[config.mk]
export PLATFORM = sky130hd
export DESIGN_NAME = qoa_spi_host
export DESIGN_NICKNAME = d
export VERILOG_FILES = /design/src/rtl/qoa_spi_host_pkg.sv /design/src/rtl/qoa_spi_host_timer.sv /design/src/rtl/qoa_spi_host.sv
export SDC_FILE = /design/constraint.sdc
export NUM_CORES = 1
export LEC_CHECK = 0
export BUFFER_PORTS_ARGS = -buffer_cell sky130_fd_sc_hd__buf_2
export CAP_MARGIN = 20
export CELL_PAD_IN_SITES_DETAIL_PLACEMENT = 1
export CELL_PAD_IN_SITES_GLOBAL_PLACEMENT = 2
export CORE_MARGIN = 5
export CORE_UTILIZATION = 35
export CTS_BUF_LIST = sky130_fd_sc_hd__clkbuf_8
export CTS_CLUSTER_SIZE = 28
export DETAILED_ROUTE_END_ITERATION = 8
export PLACE_DENSITY_LB_ADDON = 0.1
export SETUP_SLACK_MARGIN = 0.3
export SYNTH_ARGS = -nofsm -noshare
export SYNTH_HDL_FRONTEND = slang
export SYNTH_HIERARCHICAL = 1
export SYNTH_SLANG_ARGS = --single-unit
[constraint.sdc]
create_clock -name clk -period 2.4 [get_ports clk]
set_clock_uncertainty 0.1 [all_clocks]
set_input_delay 0.48 -clock clk [delete_from_list [all_inputs] [get_ports clk]]
set_output_delay 0.48 -clock clk [all_outputs]
set_load 0.005 [all_outputs]
[src/rtl/qoa_spi_host_pkg.sv]
// qoa_spi_pkg: shared state encoding, frame constants and SPI pin reset levels
// for the QOA SPI host.
package qoa_spi_pkg;

    typedef logic [2:0] spi_state_t;

    localparam spi_state_t ST_IDLE   = 3'd0;
    localparam spi_state_t ST_PRE_HI = 3'd1;
    localparam spi_state_t ST_PRE_LO = 3'd2;
    localparam spi_state_t ST_SETUP  = 3'd3;
    localparam spi_state_t ST_HIGH   = 3'd4;
    localparam spi_state_t ST_LOW    = 3'd5;
    localparam spi_state_t ST_WAIT   = 3'd6;
    localparam spi_state_t ST_HOLD   = 3'd7;

    localparam int BYTE_BITS  = 8;
    localparam int WORD_BYTES = 2;

    localparam logic CS_N_RST = 1'b1;
    localparam logic SCLK_RST = 1'b0;
    localparam logic MOSI_RST = 1'b0;

    // States in which the peripheral is selected.
    function automatic logic cs_active(input spi_state_t s);
        return s inside {ST_SETUP, ST_HIGH, ST_LOW, ST_WAIT, ST_HOLD};
    endfunction

    // States in which mosi carries the current shift-register MSB.
    function automatic logic bit_phase(input spi_state_t s);
        return s inside {ST_SETUP, ST_HIGH, ST_LOW};
    endfunction

endpackage

[src/rtl/qoa_spi_host_timer.sv]
// spi_half_period_timer: CLK_DIV-cycle down-counter that marks the last cycle
// of each timed SPI phase and reloads itself for the next one.
module spi_half_period_timer #(
    parameter int CLK_DIV = 4
) (
    input  logic clk,
    input  logic rst_n,
    input  logic load,
    input  logic enable,
    output logic tick
);

    localparam int CW = CLK_DIV > 1 ? $clog2(CLK_DIV) : 1;
    localparam logic [CW-1:0] TOP = CW'(CLK_DIV - 1);

    logic [CW-1:0] cnt;

    assign tick = enable && cnt == '0;

    always_ff @(posedge clk) begin
        if (!rst_n || load)
            cnt <= TOP;
        else if (enable)
            cnt <= tick ? TOP : cnt - 1'b1;
    end

endmodule

[src/rtl/qoa_spi_host.sv]
// qoa_spi_host: SPI mode-0 host for the QOA decoder peripheral port; bytes in over
// valid/ready, MSB-first shifting, received bytes and 16-bit sample words out.
module qoa_spi_host
    import qoa_spi_pkg::*;
#(
    parameter int CLK_DIV = 4,
    parameter bit PRELOAD = 1'b1
) (
    input  logic        clk,
    input  logic        rst_n,
    input  logic [7:0]  tx_data,
    input  logic        tx_last,
    input  logic        tx_valid,
    output logic        tx_ready,
    input  logic        cs_release,
    output logic [7:0]  rx_byte,
    output logic        rx_valid,
    output logic [15:0] rx_word,
    output logic        rx_word_valid,
    output logic        busy,
    output logic        sclk,
    output logic        mosi,
    output logic        cs_n,
    input  logic        miso
);

    localparam int BW = $clog2(BYTE_BITS);

    spi_state_t state, state_nxt;
    logic [7:0] tx_sh, rx_sh, rx_first;
    logic [BW-1:0] bit_cnt;
    logic last, pair, tick, accept, byte_done;

    assign tx_ready  = state == ST_IDLE || state == ST_WAIT;
    assign busy      = state != ST_IDLE;
    assign accept    = tx_valid && tx_ready;
    assign byte_done = state == ST_LOW && tick && bit_cnt == BW'(BYTE_BITS - 1);

    spi_half_period_timer #(.CLK_DIV(CLK_DIV)) u_timer (
        .clk    (clk),
        .rst_n  (rst_n),
        .load   (accept),
        .enable (busy && state != ST_WAIT),
        .tick   (tick)
    );

    always_comb begin
        state_nxt = state;
        case (state)
            ST_IDLE:   state_nxt = accept ? (PRELOAD ? ST_PRE_HI : ST_SETUP) : ST_IDLE;
            ST_PRE_HI: state_nxt = tick ? ST_PRE_LO : ST_PRE_HI;
            ST_PRE_LO: state_nxt = tick ? ST_SETUP : ST_PRE_LO;
            ST_SETUP:  state_nxt = tick ? ST_HIGH : ST_SETUP;
            ST_HIGH:   state_nxt = tick ? ST_LOW : ST_HIGH;
            ST_LOW:    state_nxt = !tick ? ST_LOW : !byte_done ? ST_HIGH : last ? ST_HOLD : ST_WAIT;
            ST_WAIT:   state_nxt = accept ? ST_HIGH : cs_release ? ST_HOLD : ST_WAIT;
            ST_HOLD:   state_nxt = tick ? ST_IDLE : ST_HOLD;
            default:   state_nxt = ST_IDLE;
        endcase
    end

    // Pins follow the state with one register stage, so every phase appears
    // on the wire for exactly CLK_DIV cycles, one cycle after its entry edge.
    always_ff @(posedge clk) begin
        rx_valid      <= 1'b0;
        rx_word_valid <= 1'b0;
        if (!rst_n) begin
            state    <= ST_IDLE;
            sclk     <= SCLK_RST;
            cs_n     <= CS_N_RST;
            mosi     <= MOSI_RST;
            tx_sh    <= '0;
            rx_sh    <= '0;
            rx_first <= '0;
            bit_cnt  <= '0;
            last     <= 1'b0;
            pair     <= 1'b0;
            rx_byte  <= '0;
            rx_word  <= '0;
        end else begin
            state <= state_nxt;
            sclk  <= state == ST_PRE_HI || state == ST_HIGH;
            cs_n  <= !cs_active(state);
            mosi  <= accept && state == ST_WAIT ? tx_data[7] : bit_phase(state) && tx_sh[7];
            if (accept) begin
                tx_sh <= tx_data;
                last  <= tx_last;
            end else if (state == ST_HIGH && tick) begin
                tx_sh <= {tx_sh[6:0], 1'b0};
                rx_sh <= {rx_sh[6:0], miso};
            end
            if (state == ST_LOW && tick)
                bit_cnt <= byte_done ? '0 : bit_cnt + 1'b1;
            if (state == ST_IDLE)
                pair <= 1'b0;
            if (byte_done) begin
                rx_byte  <= rx_sh;
                rx_valid <= 1'b1;
                pair     <= !pair;
                if (pair) begin
                    rx_word       <= {rx_first, rx_sh};
                    rx_word_valid <= 1'b1;
                end else begin
                    rx_first <= rx_sh;
                end
            end
        end
    end

endmodule

# Word level (Yosys, flattened, before mapping)
# Index checks and enable logic that the tools add are counted.
[totals]
latch_bits = 0
rom_bits = 0
word_cells = 74
reg_bits = 63
n_memories = 0
input_bits = 14
ram_bits = 0
out_inout_bits = 31
[op_classes]
eq_ne = 9
shift = 0
order_cmp = 0
bitwise_logic = 2
n_addsub = 2
mux = 21
n_div = 0
reduce_logical = 25
multipliers = 0
[op_table]
columns = ["cell", "n"]
rows = [
  ["$pmux 3 s8", 1],
  ["$mux 8", 2],
  ["$eq 3x3->1 const B", 5],
  ["$mux 1", 10],
  ["$mux 2", 5],
  ["$mux 3", 3],
  ["$logic_and 1x1->1", 8],
  ["$reduce_and 2->1", 4],
  ["$eq 3x2->1 const B", 2],
  ["$reduce_bool 3->1", 2],
  ["$reduce_bool 5->1", 1],
  ["$reduce_bool 2->1", 2],
  ["$add 3x1->3 const B", 1],
  ["$eq 3x1->1 const B", 1],
  ["$logic_not 1->1", 3],
  ["$logic_not 3->1", 1],
  ["$logic_or 1x1->1", 3],
  ["$ne 3x3->1 const B", 1],
  ["$logic_not 2->1", 1],
  ["$not 1->1", 2],
  ["$sub 2x1->2 const B", 1],
]

# Longest topological paths before layout
# Gate-level depths: netlist of run 1.
[depth]
depth_word = 8
depth_mapped = 11
depth_no_buf = 7

# Modules after synthesis
# Netlist of run 1, hierarchy kept.
[by_module_without_submodules]
columns = ["module", "n_inst", "area_per_inst_um2", "cells_per_inst", "seq_area_each_um2"]
rows = [
  ["qoa_spi_host", 1, 2497.4, 273, 1221.2],
  ["spi_half_period_timer", 1, 108.9, 12, 40.0],
]

# Worst setup path before layout of run 1
# Ideal clock, no wire load.
[synth_timing]
kind = "flip-flop to flip-flop"
startpoint = "register state[1]"
endpoint = "register rx_word[10]"
stages_incl_launch_ff = 11
path_buffers = 3
t_required_ns = 2.180
setup_ns = 0.120
setup_slack_ns = 0.242
period_less_slack_ns = 2.158
arrival_ns = 1.939
path_cell_list = "dfxtp_1 > buf_4 > xor2_1 > buf_4 > nor2_1 > inv_1 > and2_2 > and4b_1 > nand3_4 > buf_6 > mux2i_1"
[synth_via]
elab_chain_cells = 6
elab_cells_between_ends = 8
cone_classes = "eq/ne (2); reduce/logical (6)"
[synth_lines]
columns = ["element", "line", "rtl"]
rows = [
  ["from (decl)", "qoa_spi_host.sv:29", "spi_state_t state, state_nxt;"],
  ["from (signal assigned)", "qoa_spi_host.sv:81", "state <= state_nxt;"],
  ["$ne 3x3->1 or $reduce_bool 3->1 (tied branches)", "qoa_spi_host.sv:43, qoa_spi_host.sv:35", ""],
  ["$logic_and 1x1->1 (*)", "qoa_spi_host.sv:43", ".enable (busy && state != ST_WAIT),"],
  ["$logic_and 1x1->1 (*)", "qoa_spi_host_timer.sv:18", "assign tick = enable && cnt == '0;"],
  ["named net tick", "qoa_spi_host.sv:32", "logic last, pair, tick, accept, byte_done;"],
  ["$logic_and 1x1->1 (*) (2 in series)", "qoa_spi_host.sv:37", "assign byte_done = state == ST_LOW && tick && bit_cnt == BW'(BYTE_BITS - 1);"],
  ["$reduce_and 2->1 (no source line) (*)", "--", ""],
  ["to (signal assigned)", "qoa_spi_host.sv:101", "rx_word <= {rx_first, rx_sh};"],
  ["to (decl)", "qoa_spi_host.sv:18", "output logic [15:0] rx_word,"],
]
# The timed path passes the listed nets; every way through them passes the cells marked *.
# A chain may end at the register's enable or synchronous reset.

# Worst setup path after layout of run 1
[layout_timing]
startpoint = "register state[0]"
endpoint = "output port busy"
[layout_via]
elab_chain_cells = 1
[layout_lines]
columns = ["element", "line", "rtl"]
rows = [
  ["$reduce_bool 3->1", "qoa_spi_host.sv:35", "assign busy = state != ST_IDLE;"],
  ["to (decl)", "qoa_spi_host.sv:20", "output logic busy,"],
]
# No other way between the ends.

==> impl_metrics.json, run 1 <==
{
  "tns_ns": 0,
  "grt_max_degree": 37,
  "fillers": 885,
  "ctsRootBufferMaster": "clkbuf_8",
  "via_count": 2175,
  "rr_endpoint": "rx_first[5]$_SDFFE_PN0P_",
  "cts.sinks": 63,
  "htreeDepth": 3,
  "drt_wl_total_mm": 6.39,
  "final_util_pct": 43.6,
  "multi_input_area_um2": 1210,
  "slew_headroom_pct": 57.6,
  "layout.cells.most_common_list": "62 x dfxtp_1, 54 x nand2_1, 44 x buf_2, 31 x a21oi_1, 24 x mux2i_1",
  "cpPeakStageDelay_ns": 0.43,
  "final_layout_size_suffix_gt1_share_pct": 23.9,
  "place_area_um2": 2920,
  "synth_flop_cell": "dfxtp_1",
  "grt-ovfl-total": 0,
  "status": "finished, final reports clean",
  "regArea_um2": 1260,
  "nets": 347,
  "wl_per_cell_um": 14.7,
  "ioPinCount": 45,
  "synth_edf_count": 0,
  "design_area_um2": 3160,
  "async_flop_share_pct": 0,
  "r2r_cells": 8,
  "avgViaCountPerCell": 5.01,
  "hold_depth": 3,
  "die_w_um": 96.3,
  "hold_path_end": "rx_sh[0]$_SDFFE_PN0P_",
  "arrival_ns": 1.42,
  "p_leak_nw": 1.34,
  "die_area_um2": 9270,
  "p_per_area_nw_per_um2": 733,
  "timing.final.crit_share_pct": 83.4,
  "grt_pass1_vias": 2179,
  "crit_fanout": 16,
  "clkTransAtPathRegs_ns": 0.07,
  "worstMarginPinSlew_ns": 0.634,
  "ys_top_cells_by_area": "dfxtp_1 48%, mux2i_1 9.2%, nand2_1 7.8%",
  "rsz0062_at_grt": "true",
  "gp_congestion": 0.715,
  "worstSetupPathType": "flop to output pin",
  "portBuffers": 44,
  "drv_cap": 0,
  "placeableCoreArea_um2": 7250,
  "start_util_pct": 35.9,
  "hpwl_mm": 4.26,
  "fmax_mhz": 500,
  "grt_pass1_wl_mm": 10.6,
  "reg2reg_slack_ns": 0.46,
  "antenna_found_initial": 0,
  "dieHeight_um": 96.3,
  "required_ns": 1.82,
  "yosys_warnings": 6,
  "hold_path.class": "input pin to flop",
  "clk_latency_ns": 0.34,
  "cts_tree": "done",
  "syn-num-nets": 302,
  "clk_path_buf_depth": 2,
  "drt_iter0_drc": 88,
  "yosysTopAreaCell": "dfxtp_1",
  "ant_nets": 0,
  "ir_drop_uv": 394,
  "antenna_cells": 0,
  "synth_area_um2": 2610,
  "numCtsBuffers": 9,
  "num_rows": 31,
  "grt_usage_pct": 14.9,
  "syn_avg_cell_area_um2": 9.14,
  "hp-start": "miso",
  "ys_seq_area_share_pct": 48.4,
  "area_delta_synth_final_pct": 21.3,
  "drc": 0,
  "end_kind": "output pin",
  "cp_slowest_cell": "or3_1",
  "synthCells": 285,
  "first_pass_iters": 6,
  "setup_viol": 0,
  "fin_crit_ns": 2.00,
  "yosysTopAreaCellShare_pct": 48.4,
  "layout_commonest_cell": "dfxtp_1",
  "reg2reg_from": "state[2]$_SDFF_PN0_",
  "cp_cell_sequence": "buf_4 -> or3_1 -> buf_2",
  "drv_slew": 0,
  "worst_setup_path_start_kind": "flop",
  "report.final.hold_viol_count": 0,
  "synth_seq_cells": 63,
  "ys_types": 44
}
-- routing by layer --
layer	vias up	wire (µm)	track usage [%]
met1	1045	3250	19.4
li1	1086	-	-
met4	0	94	6.31
met3	8	198	3.83
met5	-	0	0
met2	36	2850	23.5
-- cell type report --
class	count	share of cell area, %
Tap cell	99	3.92
Clock inverter	7	2.81
Clock buffer	9	3.92
Sequential cell	63	39.9
Inverter	6	0.712
Multi-Input combinational cell	193	38.3
Timing Repair Buffer	57	10.4
-- cell usage after synthesis (2+ instances only) --
cell type  count
a21oi_1       31
a32oi_1        7
and3b_1        2
buf_2          6
buf_4          4
clkbuf_1      10
dfxtp_1       63
ha_1           3
inv_1          6
mux2i_1       24
nand2_1       54
nand2b_1       4
nand3_1       13
nor2_1         4
nor2b_1        4
nor3_1         3
o211ai_1       9
o21ai_0       10
or3_1          2
xor2_1         2
-- logic make-up after synthesis --
| logic type | count (synthesis) | share of synthesized area, % |
|---|---|---|
| AND/OR/NAND/NOR | 97 | 18.4 |
| AO/OA/AOI/OAI | 65 | 15.6 |
| flip-flops | 63 | 48.4 |
| buffers and inverters | 29 | 5.38 |
| multiplexers | 24 | 9.22 |
| XOR/XNOR | 4 | 1.63 |
| adder cells (fa/ha/maj) | 3 | 1.44 |
-- sequential cells by signal (all words and copies together), names as in the netlist, 2 cells and up --
| register | count |
|---|---|
| rx_word | 16 |
| rx_byte | 8 |
| rx_first | 8 |
| rx_sh | 8 |
| tx_sh | 8 |
| bit_cnt | 3 |
| state | 3 |
| u_timer/cnt | 2 |
-- worst max path at each step --
stage                                     endpoint  slack (ns)  depth (start not counted)           startpoint
after floorplan              tx_sh[5]$_SDFFE_PN0P_        0.30                         10  state[1]$_SDFF_PN0_
after global placement       rx_sh[2]$_SDFFE_PN0P_        0.47                          8  state[2]$_SDFF_PN0_
after detailed placement     rx_sh[4]$_SDFFE_PN0P_        0.41                          8  state[2]$_SDFF_PN0_
after CTS                    rx_sh[1]$_SDFFE_PN0P_        0.37                          8  state[2]$_SDFF_PN0_
after global routing      rx_first[5]$_SDFFE_PN0P_        0.29                          8  state[2]$_SDFF_PN0_
final                                         busy        0.40                          3  state[0]$_SDFF_PN0_
-- worst max-delay path: cells and delay by family, from the launching register on --
kind	cells	cell delay, ns
buffers and inverters	2	0.33
DFF	1	0.32
and+or+nand+nor	1	0.43
-- metrics by stage --
stage               worst slack (ns)  power, mW  hold slack (ns)  cells
detailed placement             0.415       1.35            0.353    417
floorplan                      0.302       1.28            0.336    285
global route                   0.290       2.43            0.261    434
finish                         0.399       2.32            0.280    434
CTS                            0.366       2.36            0.261    433
global placement               0.471       1.35            0.343    417
-- where the power goes --
part	internal, mW	switching [mW]
clock network	0.577	0.411
logic	0.0969	0.140
registers	1.08	0.0155
-- repair_timing --
item	4_1_cts	5_1_grt
buffers inserted	0	1
hold buffers	0	0
endpoints found under the setup margin	0	14
resized for setup	0	1
Power figures use the tool's default switching activity.
==> run 2: changes to the inputs <==
==> constraint.sdc (replaced) <==
create_clock -name clk -period 2.1 [get_ports clk]
set_clock_uncertainty 0.1 [all_clocks]
set_input_delay 0.42 -clock clk [delete_from_list [all_inputs] [get_ports clk]]
set_output_delay 0.42 -clock clk [all_outputs]
set_load 0.005 [all_outputs]
==> impl_metrics.json, run 2 (synthesized netlist as in run 1, its figures left out) <==
{
  "status": "finished, final reports clean",
  "largest_reg_flops": 16,
  "grt_max_degree": 37,
  "timing.final.crit_share_pct": 89.7,
  "required_ns": 1.58,
  "end_kind": "output pin",
  "reg2reg_slack_ns": 0.22,
  "place_ws_ns": 0.166,
  "antenna_cells": 0,
  "die_w_um": 96.3,
  "reg2reg_from": "state[1]$_SDFF_PN0_",
  "cts.sinks": 63,
  "final_layout_size_suffix_gt1_share_pct": 33.1,
  "hold_path.class": "input pin to flop",
  "tns_ns": 0,
  "whs_ns": 0.221,
  "startpoint": "state[0]$_SDFF_PN0_",
  "die_area_um2": 9270,
  "p_leak_nw": 1.45,
  "area_delta_synth_final_pct": 32.3,
  "rsz0062_at_grt": "true",
  "portBuffers": 44,
  "final_util_pct": 47.5,
  "gp_congestion": 0.709,
  "top_usage_layer": "met2",
  "drt_iter0_drc": 96,
  "layout_commonest_cell": "dfxtp_1",
  "clk_latency_ns": 0.33,
  "start_util_pct": 35.9,
  "fmax_mhz": 531,
  "wl_per_cell_um": 14.9,
  "arrival_ns": 1.36,
  "avgViaCountPerCell": 4.86,
  "clk_path_buf_depth": 2,
  "clkTransAtPathRegs_ns": 0.07,
  "htreeDepth": 3,
  "met3_usage_pct": 3.21,
  "rr_endpoint": "bit_cnt[0]$_SDFFE_PN0P_",
  "use_met2_pct": 22.8,
  "placeableCoreArea_um2": 7250,
  "drv_cap": 0,
  "ctsRootBufferMaster": "clkbuf_8",
  "drt_wl_total_mm": 6.71,
  "grtUsageMet1_pct": 21.3,
  "cp_cell_sequence": "buf_12 -> or3_4 -> buf_6",
  "grt_pass1_vias": 2215,
  "worst_setup_path_start_kind": "flop",
  "top_register": "rx_word",
  "setup_viol": 0,
  "cts_tree": "done",
  "num_rows": 31,
  "ant_nets": 0,
  "antenna_found_initial": 0,
  "report.final.hold_viol_count": 0,
  "finalNonFillerCells": 452,
  "via_count": 2198,
  "drc": 0,
  "grt-ovfl-total": 0,
  "cp_slowest_cell": "or3_4",
  "worstSetupPathType": "flop to output pin",
  "r2r_cells": 9,
  "first_pass_iters": 4,
  "layout_setup_ws_ns": 0.216,
  "ioPinCount": 45,
  "hold_buffers": 0,
  "dieHeight_um": 96.3,
  "grt_usage_pct": 15.3,
  "grt_pass1_wl_mm": 10.9,
  "cpPeakStageDelay_ns": 0.40,
  "crit_fanout": 16,
  "p_per_area_nw_per_um2": 785,
  "slew_headroom_pct": 68.8,
  "worstMarginPinSlew_ns": 0.465,
  "dp_cells": 419,
  "layout.cells.most_common_list": "60 x dfxtp_1, 52 x nand2_1, 43 x buf_2, 29 x a21oi_1",
  "drv_slew": 0,
  "numCtsBuffers": 9,
  "fin_crit_ns": 1.88,
  "nets": 365,
  "hpwl_mm": 4.28,
  "critPathCapture": "busy",
  "ir_drop_uv": 266
}
## run 2: cell types whose count changed in the layout (fill, tap and decap cells not counted), moves of 4 or more
cell,delta
o21ai_0,-8
buf_4,+12
o21ai_2,+6
buf_12,+4
## run 2: critical path: cells and delay by family, from the launching register on
| family | cells | cell delay [ns] |
|---|---|---|
| AND/OR/NAND/NOR | 1 | 0.40 |
| flip-flops | 1 | 0.36 |
| buffers and inverters | 2 | 0.27 |
## run 2: metrics by stage
stage	cell area (µm²)	power [mW]
5_1_grt	3450	2.83
3_3_place_gp	2950	1.56
6_report	3450	2.71
3_5_place_dp	2950	1.56
4_1_cts	3290	2.68
2_1_floorplan	2640	1.47
## run 2: how the worst min path moves through the flow
stage          slack, ns                startpoint                        to  depth (start not counted)
2_1_floorplan       0.34   bit_cnt[2]$_SDFFE_PN0P_   bit_cnt[2]$_SDFFE_PN0P_                          2
3_3_place_gp        0.34  rx_word[14]$_SDFFE_PN0P_  rx_word[14]$_SDFFE_PN0P_                          2
3_5_place_dp        0.35  rx_word[12]$_SDFFE_PN0P_  rx_word[12]$_SDFFE_PN0P_                          2
4_1_cts             0.20                      miso     rx_sh[0]$_SDFFE_PN0P_                          3
5_1_grt             0.23                      miso     rx_sh[0]$_SDFFE_PN0P_                          3
6_report            0.22                      miso     rx_sh[0]$_SDFFE_PN0P_                          3
## run 2: repair_timing
| action | 4_1_cts | 5_1_grt |
|---|---|---|
| setup buffers | 9 | 7 |
| endpoints found under the hold margin | 0 | 0 |
| gates resized for setup | 12 | 29 |
| gates cloned | 1 | 0 |
| endpoints found under the setup margin | 53 | 34 |
| pin swaps | 3 | 10 |
## run 2: layer usage
metal	vias up	part of all wire [%]
met5	-	0
met4	0	1.5
met3	8	2.8
met2	31	44
met1	1034	52
li1	1125	-
## run 2: layout make-up
type | count | area [µm²]
fillers | 845 | 3810
multi-input cells | 193 | 1290
flip-flops and latches | 63 | 1270
repair buffers | 75 | 529
clock buffers | 10 | 138
well taps | 99 | 124
clock inverters | 6 | 68.8
inverters | 6 | 26.3
## run 2: report_power, final
group          switching [mW]  total [mW]  internal [mW]
clock                   0.504        1.09          0.584
combinational           0.177       0.363          0.186
sequential             0.0246        1.26           1.23
total                   0.706        2.71           2.00
